[config.mk]
export PLATFORM = sky130hd
export DESIGN_NAME = keypad_decoder
export DESIGN_NICKNAME = d
export VERILOG_FILES = /design/src/rtl/calc_pkg.sv /design/src/rtl/keypad_scanner.sv /design/src/rtl/keypad_decoder.sv
export SDC_FILE = /design/constraint.sdc
export NUM_CORES = 1
export LEC_CHECK = 0
export ABC_AREA = 0
export CORE_MARGIN = 2
export CORE_UTILIZATION = 40
export CTS_CLUSTER_DIAMETER = 120
export DETAILED_ROUTE_END_ITERATION = 12
export SLEW_MARGIN = 20
export SYNTH_ARGS = -nofsm -noshare
export SYNTH_HDL_FRONTEND = slang
export SYNTH_SLANG_ARGS = --single-unit
[constraint.sdc]
create_clock -name clock -period 3.2 [get_ports clock]
set_input_delay 0.32 -clock clock [delete_from_list [all_inputs] [get_ports clock]]
set_output_delay 0.32 -clock clock [all_outputs]
set_load 0.01 [all_outputs]
[src/rtl/calc_pkg.sv]
// Shared constants for the calculator front end: key indices, operator codes,
// keypad FSM states and the key-to-command decode.
package calc_pkg;

    localparam int NUM_ROWS = 5;
    localparam int NUM_COLS = 4;

    // Key index = row*4 + col
    localparam logic [4:0] KEY_1    = 5'd0;
    localparam logic [4:0] KEY_2    = 5'd1;
    localparam logic [4:0] KEY_3    = 5'd2;
    localparam logic [4:0] KEY_ADD  = 5'd3;
    localparam logic [4:0] KEY_4    = 5'd4;
    localparam logic [4:0] KEY_5    = 5'd5;
    localparam logic [4:0] KEY_6    = 5'd6;
    localparam logic [4:0] KEY_SUB  = 5'd7;
    localparam logic [4:0] KEY_7    = 5'd8;
    localparam logic [4:0] KEY_8    = 5'd9;
    localparam logic [4:0] KEY_9    = 5'd10;
    localparam logic [4:0] KEY_MUL  = 5'd11;
    localparam logic [4:0] KEY_C    = 5'd12;
    localparam logic [4:0] KEY_0    = 5'd13;
    localparam logic [4:0] KEY_EQ   = 5'd14;
    localparam logic [4:0] KEY_DIV  = 5'd15;
    localparam logic [4:0] KEY_BKSP = 5'd16;
    localparam logic [4:0] KEY_MS   = 5'd17;
    localparam logic [4:0] KEY_MR   = 5'd18;
    localparam logic [4:0] KEY_MC   = 5'd19;

    localparam logic [1:0] OP_ADD = 2'b00;
    localparam logic [1:0] OP_SUB = 2'b01;
    localparam logic [1:0] OP_MUL = 2'b10;
    localparam logic [1:0] OP_DIV = 2'b11;

    typedef enum logic [1:0] {
        IDLE     = 2'd0,
        PRESS_DB = 2'd1,
        EMIT     = 2'd2,
        REL_WAIT = 2'd3
    } kd_state_e;

    typedef struct packed {
        logic       dig;
        logic [3:0] digit;
        logic       op;
        logic [1:0] op_code;
        logic       sub;
        logic       ex;
        logic       clr;
        logic       bksp;
        logic       ms;
        logic       mr;
        logic       mc;
    } key_cmd_t;

    function automatic key_cmd_t decode_key(input logic [4:0] idx);
        key_cmd_t c;
        c = '0;
        case (idx)
            KEY_0:    begin c.dig = 1'b1; c.digit = 4'd0; end
            KEY_1:    begin c.dig = 1'b1; c.digit = 4'd1; end
            KEY_2:    begin c.dig = 1'b1; c.digit = 4'd2; end
            KEY_3:    begin c.dig = 1'b1; c.digit = 4'd3; end
            KEY_4:    begin c.dig = 1'b1; c.digit = 4'd4; end
            KEY_5:    begin c.dig = 1'b1; c.digit = 4'd5; end
            KEY_6:    begin c.dig = 1'b1; c.digit = 4'd6; end
            KEY_7:    begin c.dig = 1'b1; c.digit = 4'd7; end
            KEY_8:    begin c.dig = 1'b1; c.digit = 4'd8; end
            KEY_9:    begin c.dig = 1'b1; c.digit = 4'd9; end
            KEY_ADD:  begin c.op = 1'b1; c.op_code = OP_ADD; end
            // Minus is both a binary operator and the sign-entry key downstream
            KEY_SUB:  begin c.op = 1'b1; c.op_code = OP_SUB; c.sub = 1'b1; end
            KEY_MUL:  begin c.op = 1'b1; c.op_code = OP_MUL; end
            KEY_DIV:  begin c.op = 1'b1; c.op_code = OP_DIV; end
            KEY_EQ:   c.ex   = 1'b1;
            KEY_C:    c.clr  = 1'b1;
            KEY_BKSP: c.bksp = 1'b1;
            KEY_MS:   c.ms   = 1'b1;
            KEY_MR:   c.mr   = 1'b1;
            KEY_MC:   c.mc   = 1'b1;
            default:  c = '0;
        endcase
        return c;
    endfunction

endpackage

[src/rtl/keypad_scanner.sv]
// Row scanner: drives one row low per slot, synchronizes the columns and
// produces a per-frame snapshot (key count saturating at 2, last key index).
module keypad_scanner
    import calc_pkg::*;
#(
    parameter int SCAN_DIV = 8
) (
    input  logic       clock,
    input  logic       reset,
    input  logic [3:0] col_n,
    output logic [4:0] row_n,
    output logic       frame_end,
    output logic [1:0] key_count,
    output logic [4:0] key_idx
);

    localparam int               DIV_W    = $clog2(SCAN_DIV);
    localparam logic [DIV_W-1:0] DIV_LAST = DIV_W'(SCAN_DIV - 1);
    localparam logic [2:0]       LAST_ROW = 3'(NUM_ROWS - 1);

    logic [3:0]       col_s1_q, col_s2_q;
    logic [DIV_W-1:0] div_q, div_d;
    logic [2:0]       row_q, row_d;
    logic [4:0]       row_n_q, row_n_d;
    logic [1:0]       acc_cnt_q, acc_cnt_d;
    logic [4:0]       acc_idx_q, acc_idx_d;
    logic             frame_end_q, frame_end_d;
    logic [1:0]       key_count_q, key_count_d;
    logic [4:0]       key_idx_q, key_idx_d;
    logic [1:0]       cnt_v;
    logic [4:0]       idx_v;

    // Slot timing, column sampling and frame snapshot
    always_comb begin
        div_d       = div_q;
        row_d       = row_q;
        row_n_d     = row_n_q;
        acc_cnt_d   = acc_cnt_q;
        acc_idx_d   = acc_idx_q;
        frame_end_d = 1'b0;
        key_count_d = key_count_q;
        key_idx_d   = key_idx_q;
        cnt_v       = acc_cnt_q;
        idx_v       = acc_idx_q;
        if (div_q == DIV_LAST) begin
            for (int c = 0; c < NUM_COLS; c++) begin
                if (col_s2_q[c] == 1'b0) begin
                    if (cnt_v != 2'd2) begin
                        cnt_v = cnt_v + 2'd1;
                    end else begin
                        cnt_v = 2'd2;
                    end
                    idx_v = {row_q, 2'b00} + 5'(c);
                end else begin
                    cnt_v = cnt_v;
                end
            end
            div_d = '0;
            if (row_q == LAST_ROW) begin
                row_d       = 3'd0;
                frame_end_d = 1'b1;
                key_count_d = cnt_v;
                key_idx_d   = idx_v;
                acc_cnt_d   = 2'd0;
                acc_idx_d   = 5'd0;
            end else begin
                row_d     = row_q + 3'd1;
                acc_cnt_d = cnt_v;
                acc_idx_d = idx_v;
            end
            row_n_d = ~(5'b00001 << row_d);
        end else begin
            div_d = div_q + DIV_W'(1);
        end
    end

    // Scanner state registers and column synchronizer
    always_ff @(posedge clock or posedge reset) begin
        if (reset) begin
            col_s1_q    <= 4'hF;
            col_s2_q    <= 4'hF;
            div_q       <= '0;
            row_q       <= 3'd0;
            row_n_q     <= 5'b11110;
            acc_cnt_q   <= 2'd0;
            acc_idx_q   <= 5'd0;
            frame_end_q <= 1'b0;
            key_count_q <= 2'd0;
            key_idx_q   <= 5'd0;
        end else begin
            col_s1_q    <= col_n;
            col_s2_q    <= col_s1_q;
            div_q       <= div_d;
            row_q       <= row_d;
            row_n_q     <= row_n_d;
            acc_cnt_q   <= acc_cnt_d;
            acc_idx_q   <= acc_idx_d;
            frame_end_q <= frame_end_d;
            key_count_q <= key_count_d;
            key_idx_q   <= key_idx_d;
        end
    end

    assign row_n     = row_n_q;
    assign frame_end = frame_end_q;
    assign key_count = key_count_q;
    assign key_idx   = key_idx_q;

endmodule

[src/rtl/keypad_decoder.sv]
// Keypad front end: debounce FSM with single-key rollover and one command pulse
// per press. Define BKSP_REPEAT_EN to add backspace auto-repeat while held.
module keypad_decoder
    import calc_pkg::*;
#(
    parameter int SCAN_DIV        = 8,
    parameter int DEBOUNCE_FRAMES = 4
`ifdef BKSP_REPEAT_EN
    ,
    parameter int REPEAT_DELAY    = 64,
    parameter int REPEAT_RATE     = 16
`endif
) (
    input  logic       clock,
    input  logic       reset,
    input  logic [3:0] col_n,
    output logic [4:0] row_n,
    output logic       dig,
    output logic [3:0] digit,
    output logic       op,
    output logic [1:0] op_code,
    output logic       sub,
    output logic       ex,
    output logic       clr,
    output logic       bksp,
    output logic       ms,
    output logic       mr,
    output logic       mc
);

    localparam logic [7:0] DEB_LIM = 8'(DEBOUNCE_FRAMES);

    logic       frame_end;
    logic [1:0] key_count;
    logic [4:0] key_idx;

    keypad_scanner #(
        .SCAN_DIV(SCAN_DIV)
    ) u_scanner (
        .clock     (clock),
        .reset     (reset),
        .col_n     (col_n),
        .row_n     (row_n),
        .frame_end (frame_end),
        .key_count (key_count),
        .key_idx   (key_idx)
    );

    kd_state_e  state_q, state_d;
    logic [7:0] deb_q, deb_d;
    logic [4:0] key_q, key_d;
    key_cmd_t   cmd_q, cmd_d;

`ifdef BKSP_REPEAT_EN
    localparam logic [7:0] RPT_DLY  = 8'(REPEAT_DELAY);
    localparam logic [7:0] RPT_RATE = 8'(REPEAT_RATE);
    logic [7:0] hold_q, hold_d;
    logic [7:0] rate_q, rate_d;
`endif

    // Debounce / rollover FSM; command outputs default to zero so they pulse
    always_comb begin
        state_d = state_q;
        deb_d   = deb_q;
        key_d   = key_q;
        cmd_d   = '0;
`ifdef BKSP_REPEAT_EN
        hold_d  = hold_q;
        rate_d  = rate_q;
`endif
        case (state_q)
            IDLE: begin
                if (frame_end && key_count == 2'd1) begin
                    key_d = key_idx;
                    deb_d = 8'd1;
                    if (DEB_LIM == 8'd1) begin
                        state_d = EMIT;
                        cmd_d   = decode_key(key_idx);
                    end else begin
                        state_d = PRESS_DB;
                    end
                end else begin
                    state_d = IDLE;
                end
            end
            PRESS_DB: begin
                if (frame_end) begin
                    if (key_count == 2'd1 && key_idx == key_q) begin
                        deb_d = deb_q + 8'd1;
                        if (deb_d == DEB_LIM) begin
                            state_d = EMIT;
                            cmd_d   = decode_key(key_q);
                        end else begin
                            state_d = PRESS_DB;
                        end
                    end else begin
                        state_d = IDLE;
                        deb_d   = 8'd0;
                    end
                end else begin
                    state_d = PRESS_DB;
                end
            end
            EMIT: begin
                state_d = REL_WAIT;
                deb_d   = 8'd0;
`ifdef BKSP_REPEAT_EN
                // The debounce frames already count towards the hold time
                hold_d  = (key_q == KEY_BKSP) ? DEB_LIM : 8'd0;
                rate_d  = 8'd0;
`endif
            end
            REL_WAIT: begin
                if (frame_end) begin
                    if (key_count == 2'd0) begin
                        deb_d = deb_q + 8'd1;
                    end else begin
                        deb_d = 8'd0;
                    end
                    if (deb_d == DEB_LIM) begin
                        state_d = IDLE;
                        deb_d   = 8'd0;
                    end else begin
                        state_d = REL_WAIT;
                    end
`ifdef BKSP_REPEAT_EN
                    if (key_q == KEY_BKSP && key_count == 2'd1 && key_idx == KEY_BKSP) begin
                        if (hold_q < RPT_DLY) begin
                            hold_d = hold_q + 8'd1;
                            if (hold_d == RPT_DLY) begin
                                cmd_d.bksp = 1'b1;
                            end else begin
                                cmd_d.bksp = 1'b0;
                            end
                        end else begin
                            rate_d = rate_q + 8'd1;
                            if (rate_d == RPT_RATE) begin
                                cmd_d.bksp = 1'b1;
                                rate_d     = 8'd0;
                            end else begin
                                cmd_d.bksp = 1'b0;
                            end
                        end
                    end else begin
                        hold_d = 8'd0;
                        rate_d = 8'd0;
                    end
`endif
                end else begin
                    state_d = REL_WAIT;
                end
            end
            default: begin
                state_d = REL_WAIT;
                deb_d   = 8'd0;
            end
        endcase
    end

    // FSM state, debounce counter, captured key and registered command outputs
    always_ff @(posedge clock or posedge reset) begin
        if (reset) begin
            state_q <= REL_WAIT;
            deb_q   <= 8'd0;
            key_q   <= 5'd0;
            cmd_q   <= '0;
`ifdef BKSP_REPEAT_EN
            hold_q  <= 8'd0;
            rate_q  <= 8'd0;
`endif
        end else begin
            state_q <= state_d;
            deb_q   <= deb_d;
            key_q   <= key_d;
            cmd_q   <= cmd_d;
`ifdef BKSP_REPEAT_EN
            hold_q  <= hold_d;
            rate_q  <= rate_d;
`endif
        end
    end

    assign dig     = cmd_q.dig;
    assign digit   = cmd_q.digit;
    assign op      = cmd_q.op;
    assign op_code = cmd_q.op_code;
    assign sub     = cmd_q.sub;
    assign ex      = cmd_q.ex;
    assign clr     = cmd_q.clr;
    assign bksp    = cmd_q.bksp;
    assign ms      = cmd_q.ms;
    assign mr      = cmd_q.mr;
    assign mc      = cmd_q.mc;

endmodule

# Word-level counts from Yosys, hierarchy flattened

Index checks and enable logic that the tools add are counted.

Bits in registers: 64
Input bits: 6
Output and inout bits: 20
Logic and storage cells: 130

Add/sub/neg operators: 10
Equality and inequality tests: 35
Shift-type cells: 1
Mux-type cells: 51
Bitwise logic cells: 1
Reductions and logical operators: 8

Operators with widths:

| operator                                                        | number |
|---|---|
| 8-bit 2-to-1 mux                                                | 8 |
| 15-bit 2-to-1 mux                                               | 4 |
| 5-bit case mux with 10 select lines                             | 1 |
| 5-bit by 4-bit == test with 1-bit output, second input constant | 8 |
| 2-bit 2-to-1 mux                                                | 17 |
| 8-bit case mux with 4 select lines                              | 1 |
| 5-bit 2-to-1 mux                                                | 5 |
| 5-bit by 3-bit == test with 1-bit output, second input constant | 4 |
| 5-bit == test, second input constant                            | 4 |
| 8-bit by 3-bit == test with 1-bit output, second input constant | 2 |
| 3-bit case mux with 4 select lines                              | 1 |
| 5-bit by 2-bit adder with 5-bit output, second input constant   | 2 |
| 5-bit by 2-bit == test with 1-bit output, second input constant | 2 |
| 1-bit 2-to-1 mux                                                | 10 |
| 2-bit != test, second input constant                            | 5 |
| 3-bit 2-to-1 mux                                                | 3 |
| 2-bit by 1-bit adder with 2-bit output, second input constant   | 4 |
| 8-bit by 1-bit adder with 8-bit output, second input constant   | 1 |
| 2-bit case mux with 4 select lines                              | 1 |
| 3-bit by 1-bit adder with 3-bit output, second input constant   | 2 |
| 3-bit == test, second input constant                            | 2 |
| 5-bit by 1-bit adder with 5-bit output, second input constant   | 1 |
| 5-bit by 1-bit == test with 1-bit output, second input constant | 1 |
| 5-bit == test                                                   | 1 |
| 10 further kinds                                                | 16 |

# Longest topological paths before layout

Gate-level depths: netlist of run 1.

Depth in word-level cells: 16
Gate-level depth with buffers: 12
Mapped depth without buffers: 12

# Modules after synthesis

From an unflattened synthesis of run 1, not the netlist that was laid out.

Cell total of the unflattened synthesis: 315
Area, all modules: 3246.9 µm²

By module, submodules not included:

| module         | instances | cells each | area each (µm²) | seq. area each (µm²) |
|---|---|---|---|---|
| keypad_scanner | 1         | 152        | 1630.3          | 865.8 |
| keypad_decoder | 1         | 163        | 1616.6          | 753.2 |

# Least setup slack after synthesis of run 1

OpenSTA, ideal clock, no wires.

Path kind: flip-flop to flip-flop
From: reg u_scanner.acc_cnt_q[0]
To: reg u_scanner.key_count_q[1], in the netlist u_scanner.key_count[1]
Setup time: 0.132 ns
Arrival: 2.131 ns
Data required time: 3.068 ns
Path slack: 0.936 ns
Cell stages (with the launch flop): 13
Path buffers: 0
Clock period less this slack: 2.264 ns
Cell sequence: dfrtp_1 -> inv_1 -> ha_1 -> mux2i_1 -> ha_1 -> nor2_1 -> a21oi_1 -> inv_1 -> ha_1 -> mux2i_1 -> ha_1 -> o21ai_0 -> o21ai_0

Word-level cells in the longest chain between the ends: 15
Elaborated cells between the ends (all ways): 19
Those cells by class: add/sub (4); eq/ne (4); mux (11)

Ends and longest elaborated chain:

| item                                                                           | line                                       | text |
|---|---|---|
| from (decl)                                                                    | keypad_scanner.sv:25                       | `logic [1:0] acc_cnt_q, acc_cnt_d;` |
| from (signal assigned)                                                         | keypad_scanner.sv:96                       | `acc_cnt_q <= acc_cnt_d;` |
| 2-bit by 1-bit adder with 2-bit output / 2-bit != test (equally long branches) | keypad_scanner.sv:49, keypad_scanner.sv:48 |  |
| 2-bit 2-to-1 mux                                                               | keypad_scanner.sv:48                       | `if (cnt_v != 2'd2) begin` |
| 2-bit 2-to-1 mux (*)                                                           | keypad_scanner.sv:47                       | `if (col_s2_q[c] == 1'b0) begin` |
| 2-bit 2-to-1 mux (*)                                                           | keypad_scanner.sv:45                       | `if (div_q == DIV_LAST) begin` |
| 2-bit by 1-bit adder with 2-bit output / 2-bit != test (equally long branches) | keypad_scanner.sv:49, keypad_scanner.sv:48 |  |
| 2-bit 2-to-1 mux                                                               | keypad_scanner.sv:48                       |  |
| 2-bit 2-to-1 mux (*)                                                           | keypad_scanner.sv:47                       |  |
| 2-bit 2-to-1 mux (*)                                                           | keypad_scanner.sv:45                       |  |
| 2-bit by 1-bit adder with 2-bit output / 2-bit != test (equally long branches) | keypad_scanner.sv:49, keypad_scanner.sv:48 |  |
| 2-bit 2-to-1 mux                                                               | keypad_scanner.sv:48                       |  |
| 2-bit 2-to-1 mux (*)                                                           | keypad_scanner.sv:47                       |  |
| 2-bit 2-to-1 mux (*)                                                           | keypad_scanner.sv:45                       |  |
| 2-bit by 1-bit adder with 2-bit output / 2-bit != test (equally long branches) | keypad_scanner.sv:49, keypad_scanner.sv:48 |  |
| 2-bit 2-to-1 mux                                                               | keypad_scanner.sv:48                       |  |
| 2-bit 2-to-1 mux (*)                                                           | keypad_scanner.sv:47                       |  |
| to (signal assigned)                                                           | keypad_scanner.sv:99                       | `key_count_q <= key_count_d;` |
| to (decl)                                                                      | keypad_scanner.sv:28                       | `logic [1:0] key_count_q, key_count_d;` |

Mark *: on every way between the ends. The rest lies on a longest branch, timed or not. The select of a mux whose other input is x is not followed.
A chain may end at the register's enable or synchronous reset.

# Final worst setup path of run 1

From: reg u_scanner.acc_cnt_q[0]
To: reg u_scanner.acc_cnt_q[1]

Word-level cells in the longest chain between the ends: 16
Elaborated cells between the ends (all ways): 20
Those cells by class: add/sub (4); eq/ne (4); mux (12)

Ends and longest elaborated chain:

| item                                                                           | line                                       | text |
|---|---|---|
| 2-bit by 1-bit adder with 2-bit output / 2-bit != test (equally long branches) | keypad_scanner.sv:49, keypad_scanner.sv:48 |  |
| 2-bit 2-to-1 mux                                                               | keypad_scanner.sv:48                       |  |
| 2-bit 2-to-1 mux (*)                                                           | keypad_scanner.sv:47                       |  |
| 2-bit 2-to-1 mux (*)                                                           | keypad_scanner.sv:45                       |  |
| 2-bit by 1-bit adder with 2-bit output / 2-bit != test (equally long branches) | keypad_scanner.sv:49, keypad_scanner.sv:48 |  |
| 2-bit 2-to-1 mux                                                               | keypad_scanner.sv:48                       |  |
| 2-bit 2-to-1 mux (*)                                                           | keypad_scanner.sv:47                       |  |
| 2-bit 2-to-1 mux (*)                                                           | keypad_scanner.sv:45                       |  |
| 2-bit by 1-bit adder with 2-bit output / 2-bit != test (equally long branches) | keypad_scanner.sv:49, keypad_scanner.sv:48 |  |
| 2-bit 2-to-1 mux                                                               | keypad_scanner.sv:48                       |  |
| 2-bit 2-to-1 mux (*)                                                           | keypad_scanner.sv:47                       |  |
| 2-bit 2-to-1 mux (*)                                                           | keypad_scanner.sv:45                       |  |
| 2-bit by 1-bit adder with 2-bit output / 2-bit != test (equally long branches) | keypad_scanner.sv:49, keypad_scanner.sv:48 |  |
| 2-bit 2-to-1 mux                                                               | keypad_scanner.sv:48                       |  |
| 2-bit 2-to-1 mux (*)                                                           | keypad_scanner.sv:47                       |  |
| 2-bit 2-to-1 mux (*)                                                           | keypad_scanner.sv:59                       | `if (row_q == LAST_ROW) begin` |

Marks and branches as above.

==> flow_metrics.py, run 1 <==
metrics = {
    "status": {
        "status": "completed",
    },
    "floorplanning": {
        "dieWidth_um": 90.8,
        "coreArea_um2": 7290,
        "row_count": 31,
        "io_pins": 26,
        "die_area_um2": 8240,
        "start_util_pct": 41.3,
        "die_h_um": 90.8,
    },
    "yosys": {
        "ys.warnings.count": 0,
        "synth_fp_nets": 301,
        "synth_edf_count": 0,
        "yosys.area.top_type": "dfrtp_1",
        "synth_seq_cells": 64,
        "synth.avg_cell_area_um2": 10.6,
        "ys_types": 48,
        "yosys-top-cells-area": "dfrtp_1 (42%), dfstp_2 (12%), ha_1 (5.0%)",
        "syn_inst": 283,
        "seq_area_frac_synth_pct": 53.7,
        "post-synth-top-count-cell": "dfrtp_1",
        "synth_flop_cell": "dfrtp_1",
        "synth_area_um2": 3010,
        "async_reset_ff_share_pct": 100,
        "synth_top_cell_area_share_pct": 41.5,
        "yosys-top-cells-count": "dfrtp_1 (50), nand2_1 (39), o21ai_0 (28)",
    },
    "cts": {
        "clk_latency_ps": 330,
        "cts_hold_buf": 0,
        "cts_tree": "done",
        "cts_setup_buffers": 0,
        "clk_pin_slew_ps": 70,
        "cts.repair.resized": 0,
        "cts_sinks": 64,
        "cts-root-buf": "clkbuf_8",
        "cts_buffer_depth": 2,
        "cts_buffers": 9,
        "htreeDepth": 3,
    },
    "pwr": {
        "swShare_pct": 26.5,
        "pwr-share-seq_pct": 49.0,
        "power.share.clock_pct": 40.1,
        "switching_power_mw": 0.516,
        "p_int_mw": 1.43,
        "p_leak_nw": 1.58,
        "peakVddDrop_uv": 286,
        "power_density_nw_per_um2": 541,
        "p_comb_share_pct": 10.9,
    },
    "sta": {
        "slew_viol_final": 0,
        "finalSetupViolCount": 0,
        "fin_ws_ps": 653,
        "worstMarginPinSlew_ps": 787,
        "period_share_pct": 79.6,
        "skew_ps": 11.9,
        "grt_setup_unrepaired": "false",
        "fmax_mhz": 393,
        "fin_crit_ps": 2550,
        "hold_viol": 0,
        "setup_tns_ps": 0,
        "relSlewSlack_pct": 47.6,
    },
    "global_routing": {
        "grt_pass1_wl_um": 9330,
        "grt_pass1_vias": 2083,
        "antenna_found_initial": 0,
        "grt_max_degree": 47,
        "gr-total-overflow": 0,
        "grtUsageTotal_pct": 13.9,
    },
    "place": {
        "routabilityCongestion": 0.739,
        "dp_cells": 401,
        "place_area_um2": 3360,
        "dp_hpwl_um": 3480,
        "numPortBuffers": 25,
        "place_ws_ps": 632,
    },
    "setup_path": {
        "slowest_stage": "dfrtp_1",
        "worst_ep_required_time_ps": 3370,
        "crit_chain": "inv_1, ha_1, mux2i_1, ha_1, nor2_1, a21oi_1, inv_1, ha_1, mux2i_1, ha_1, o21ai_0, o22ai_1",
        "crit_path_max_fanout": 2,
        "cpPeakStageDelay_ps": 340,
        "arrival_ps": 2720,
        "path_common_cell": "ha_1",
        "cp-end-kind": "register",
        "critPathKind": "register to register",
        "startpoint_type": "register",
    },
    "drt": {
        "first_iter_violations": 37,
        "ant_nets": 0,
        "drt_first_pass_iters": 4,
        "vias_per_cell": 4.93,
        "post-route-drc-count": 0,
        "post_drt_wl_per_cell_um": 12.2,
        "route.vias.total": 2054,
        "wirelength_um": 5070,
    },
    "final_layout": {
        "final_nets": 331,
        "drive_gt1_share_pct": 15.7,
        "fin_util_pct": 49.3,
        "fin_cells": 417,
        "area_delta_synth_final_pct": 19.4,
        "n_antenna_cell": 0,
        "stdcell_area_um2": 3600,
    },
    "min_path": {
        "hp-class": "register to register",
    },
    "run": {
        "drv_cap": 0,
    },
}
final timing paths:
check                                                    from  slack, ps  depth (start not counted)                            endpoint
max                        u_scanner.acc_cnt_q[0]$_DFFE_PP0P_        650                         12  u_scanner.acc_cnt_q[1]$_DFFE_PP0P_
min                           u_scanner.col_s1_q[3]$_DFF_PP1_        350                          0     u_scanner.col_s2_q[3]$_DFF_PP1_
max reg2reg                u_scanner.acc_cnt_q[0]$_DFFE_PP0P_        650                         12  u_scanner.acc_cnt_q[1]$_DFFE_PP0P_
min reg2reg                   u_scanner.col_s1_q[3]$_DFF_PP1_        350                          0     u_scanner.col_s2_q[3]$_DFF_PP1_
max in group asynchronous                               reset       2150                          3                        op$_DFF_PP0_
min in group asynchronous                               reset        420                          2                deb_q[6]$_DFFE_PP0P_
final cells by class:
class | instances | area [um^2]
fill | 704 | 3700
sequential | 64 | 1620
multi-input combinational | 198 | 1310
timing repair buffer | 27 | 265
clock buffer | 10 | 138
tap | 99 | 124
clock inverter | 6 | 92.6
inverter | 13 | 50.0
metal layers:
metal | wire length (um) | GRT usage, % | part of all wire (%) | up-vias
li1 | - | - | - | 1047
met1 | 2490 | 17.4 | 49 | 970
met3 | 184 | 3.92 | 3.6 | 7
met5 | 0 | 0 | 0 | -
met2 | 2330 | 22.8 | 46 | 30
met4 | 61 | 5.30 | 1.2 | 0
worst max-delay path, delay by kind of cell, from the launching register on:
kind / cells / cell delay [ps]
compound gates: 3 / 490
fa+ha+maj: 4 / 1000
mux: 2 / 400
flops: 1 / 340
simple gates: 1 / 40
buf+inv: 2 / 110
registers in the layout, indices dropped and copies added, names as in the netlist, 3 cells and up:
signal               count
deb_q                    8
digit                    4
key_q                    5
u_scanner.acc_idx_q      5
u_scanner.col_s1_q       4
u_scanner.col_s2_q       4
u_scanner.div_q          3
u_scanner.key_idx        5
u_scanner.row_n          5
u_scanner.row_q          3
cells by family after synthesis:
logic type,count (synthesis),share of synthesized area [%]
adders and majority gates,12,4.98
AOI/OAI and AO/OA,58,12.0
and+or+nand+nor,111,20.8
DFF,64,53.7
buffers and inverters,21,2.87
muxes,11,3.86
xor gates and xnor gates,6,1.74
metrics by stage:
| stage | hold WS (ps) | total power [mW] |
|---|---|---|
| 5_1_grt | 353 | 2.06 |
| 6_report | 353 | 1.95 |
| 2_1_floorplan | 324 | 1.13 |
| 3_3_place_gp | 346 | 1.17 |
| 3_5_place_dp | 348 | 1.18 |
| 4_1_cts | 351 | 1.98 |
power groups by stage:
stage | Combinational (mW) | Sequential [mW] | Clock (mW)
finish | 0.211 | 0.954 | 0.781
detailed placement | 0.215 | 0.968 | 0
global route | 0.252 | 0.969 | 0.840
global placement | 0.210 | 0.965 | 0
CTS | 0.216 | 0.953 | 0.806
floorplan | 0.199 | 0.931 | 0
cell usage in the layout (no fill, tap or decap), types with 3 or more instances in the layout:
cell	Yosys	final
clkdlybuf4s50_1	0	25
o22ai_1	4	4
clkbuf_8	0	10
xor2_1	5	5
and3_1	6	6
mux2_2	5	5
nor2b_1	5	5
ha_1	12	12
nor2_1	20	20
mux2i_1	6	6
nand2_1	39	39
a21oi_1	10	10
dfstp_2	14	14
a31oi_1	3	3
nand3_1	4	4
nand2b_1	9	9
o21ai_0	28	28
inv_1	13	12
dfrtp_1	50	50
nor3_1	8	8
Power figures use the tool's default switching activity.
==> inputs of run 2 (changes only) <==
- clock period: 3.2 -> 2.2 ns (I/O delays scaled with it)
==> run 2 against run 1 <==
Maximum frequency is 6.0% higher; sequential power is 40% higher; wire length is 4.4% higher; register-to-register slack worse by 860 ps; final cell count is 4.6% higher; setup slack worse by 860 ps; via count is 5.2% higher; the run now ends with negative setup slack left; flip-flop and latch count stayed put; cell area is 5.5% higher; global-route usage is 0.36 points higher.
==> flow_metrics.py, run 2 (synthesis results as in run 1) <==
metrics = {
    "final_layout": {
        "multi_input_area_um2": 1360,
        "final_common_cell": "dfrtp_1",
        "seqCellArea_um2": 1620,
        "fin_cells": 436,
        "largest_reg_flops": 8,
        "n_antenna_cell": 0,
        "drive_gt1_share_pct": 23.4,
        "top_register": "deb_q",
        "fin_util_pct": 52.0,
        "final_nets": 350,
        "area_delta_synth_final_pct": 26.0,
        "fill_cells": 700,
        "most-common-layout-cells": "dfrtp_1 (50), nand2_1 (39), clkdlybuf4s50_1 (25)",
    },
    "floorplanning": {
        "coreArea_um2": 7290,
        "io_pins": 26,
        "die_h_um": 90.8,
        "dieWidth_um": 90.8,
        "start_util_pct": 41.3,
        "die_area_um2": 8240,
        "row_count": 31,
    },
    "min_path": {
        "hp-class": "primary input to async pin",
    },
    "global_routing": {
        "gr-total-overflow": 0,
        "grt_max_degree": 32,
        "grtUsageTotal_pct": 14.2,
        "antenna_found_initial": 0,
        "grt_pass1_vias": 2119,
        "grt_pass1_wl_um": 9520,
    },
    "run": {
        "drv_cap": 0,
    },
    "setup_path": {
        "cp-startpoint": "u_scanner.col_s2_q[0]$_DFF_PP1_",
        "crit_path_max_fanout": 3,
        "path_common_cell": "ha_1",
        "critPathKind": "register to register",
        "rr_startpoint": "u_scanner.col_s2_q[0]$_DFF_PP1_",
        "rrSetupSlack_ps": -200,
        "crit_chain": "mux2i_4, ha_2, nor2_2, a21oi_2, inv_1, ha_1, mux2i_1, ha_1, o21ai_2, o22ai_1",
        "worst_ep_required_time_ps": 2410,
        "arrival_ps": 2610,
        "cp-end-kind": "register",
        "cpPeakStageDelay_ps": 600,
        "startpoint_type": "register",
        "slowest_stage": "dfstp_2",
    },
    "drt": {
        "first_iter_violations": 83,
        "post-route-drc-count": 0,
        "drt_first_pass_iters": 4,
        "ant_nets": 0,
        "wirelength_um": 5290,
        "vias_per_cell": 4.95,
        "route.vias.total": 2160,
        "post_drt_wl_per_cell_um": 12.1,
    },
    "cts": {
        "cts_buffer_depth": 2,
        "cts_sinks": 64,
        "cts_buffers": 9,
        "clk_pin_slew_ps": 70,
        "cts_hold_buf": 0,
        "clk_latency_ps": 340,
        "htreeDepth": 3,
        "cts_tree": "done",
        "cts-root-buf": "clkbuf_8",
    },
    "sta": {
        "hold_viol": 0,
        "finalSetupViolCount": 4,
        "skew_ps": 6.35,
        "fmax_mhz": 416,
        "period_share_pct": 109,
        "grt_setup_unrepaired": "true",
        "relSlewSlack_pct": 58.0,
        "fin_crit_ps": 2400,
        "worstMarginPinSlew_ps": 631,
        "fin_ws_ps": -204,
        "hold-worst-slack_ps": 224,
        "slew_viol_final": 0,
    },
    "pwr": {
        "power_density_nw_per_um2": 778,
        "p_comb_share_pct": 16.9,
        "finalPower_mw": 2.95,
        "switching_power_mw": 0.773,
        "power.share.clock_pct": 37.6,
        "p_int_mw": 2.18,
        "swShare_pct": 26.2,
        "peakVddDrop_uv": 468,
        "p_leak_nw": 1.68,
        "pwr-share-seq_pct": 45.5,
    },
    "place": {
        "routabilityCongestion": 0.801,
        "dp_hpwl_um": 3640,
        "numPortBuffers": 25,
        "place_ws_ps": -288,
        "dp_cells": 410,
    },
    "status": {
        "status": "finished, violations left",
        "violations": "negative setup slack",
    },
}
-- run 2: final timing paths --
check                                                endpoint  cells after the start
setup / recovery           u_scanner.acc_cnt_q[1]$_DFFE_PP0P_                     10
hold / removal                   u_scanner.div_q[0]$_DFF_PP0_                      2
setup reg to reg           u_scanner.acc_cnt_q[1]$_DFFE_PP0P_                     10
hold reg to reg               u_scanner.col_s2_q[1]$_DFF_PP1_                      0
max in group asynchronous                state_q[0]$_DFF_PP1_                      3
min in group clock            u_scanner.col_s1_q[2]$_DFF_PP1_                      1
-- run 2: per-layer routing --
metal / wire (um) / vias up / GRT usage, %
met5: 0 / - / 0
met4: 46 / 0 / 4.17
met3: 226 / 6 / 5.09
met2: 2500 / 39 / 22.9
met1: 2520 / 1025 / 18.1
li1: - / 1090 / -
-- run 2: repair_timing --
item	CTS	global route
pin swaps	6	2
buffers inserted	10	0
endpoints found under the setup margin	4	5
endpoints found under the hold margin	0	0
gates resized for setup	13	3
-- run 2: power by group through the flow --
stage          sequential [mW]  combinational (mW)  clock (mW)
2_1_floorplan             1.35               0.291           0
4_1_cts                   1.34               0.491        1.15
3_3_place_gp              1.36               0.386           0
3_5_place_dp              1.36               0.397           0
5_1_grt                   1.36               0.558        1.19
6_report                  1.34               0.500        1.11
-- run 2: worst max-delay path, delay by kind of cell, from the launching register on --
| kind | cells | cell delay, ps |
|---|---|---|
| AOI/OAI and AO/OA | 3 | 280 |
| adders and majority gates | 3 | 790 |
| buffers and inverters | 1 | 60 |
| DFF | 1 | 600 |
| muxes | 2 | 450 |
| and+or+nand+nor | 1 | 100 |
-- run 2: stage by stage --
stage | area, um^2 | TNS, ps
after global routing | 3790 | -949
final | 3790 | -516
after floorplan | 3010 | -33.8
after global placement | 3440 | -403
after CTS | 3780 | -531
after detailed placement | 3440 | -930
-- run 2: final cells by class --
type                            instances  area share [%]
Multi-Input combinational cell        198            35.9
Tap cell                               99            3.26
Sequential cell                        64            42.7
Inverter                               13            1.29
Clock buffer                           11            3.73
Clock inverter                          5            2.11
Timing Repair Buffer                   46            11.1
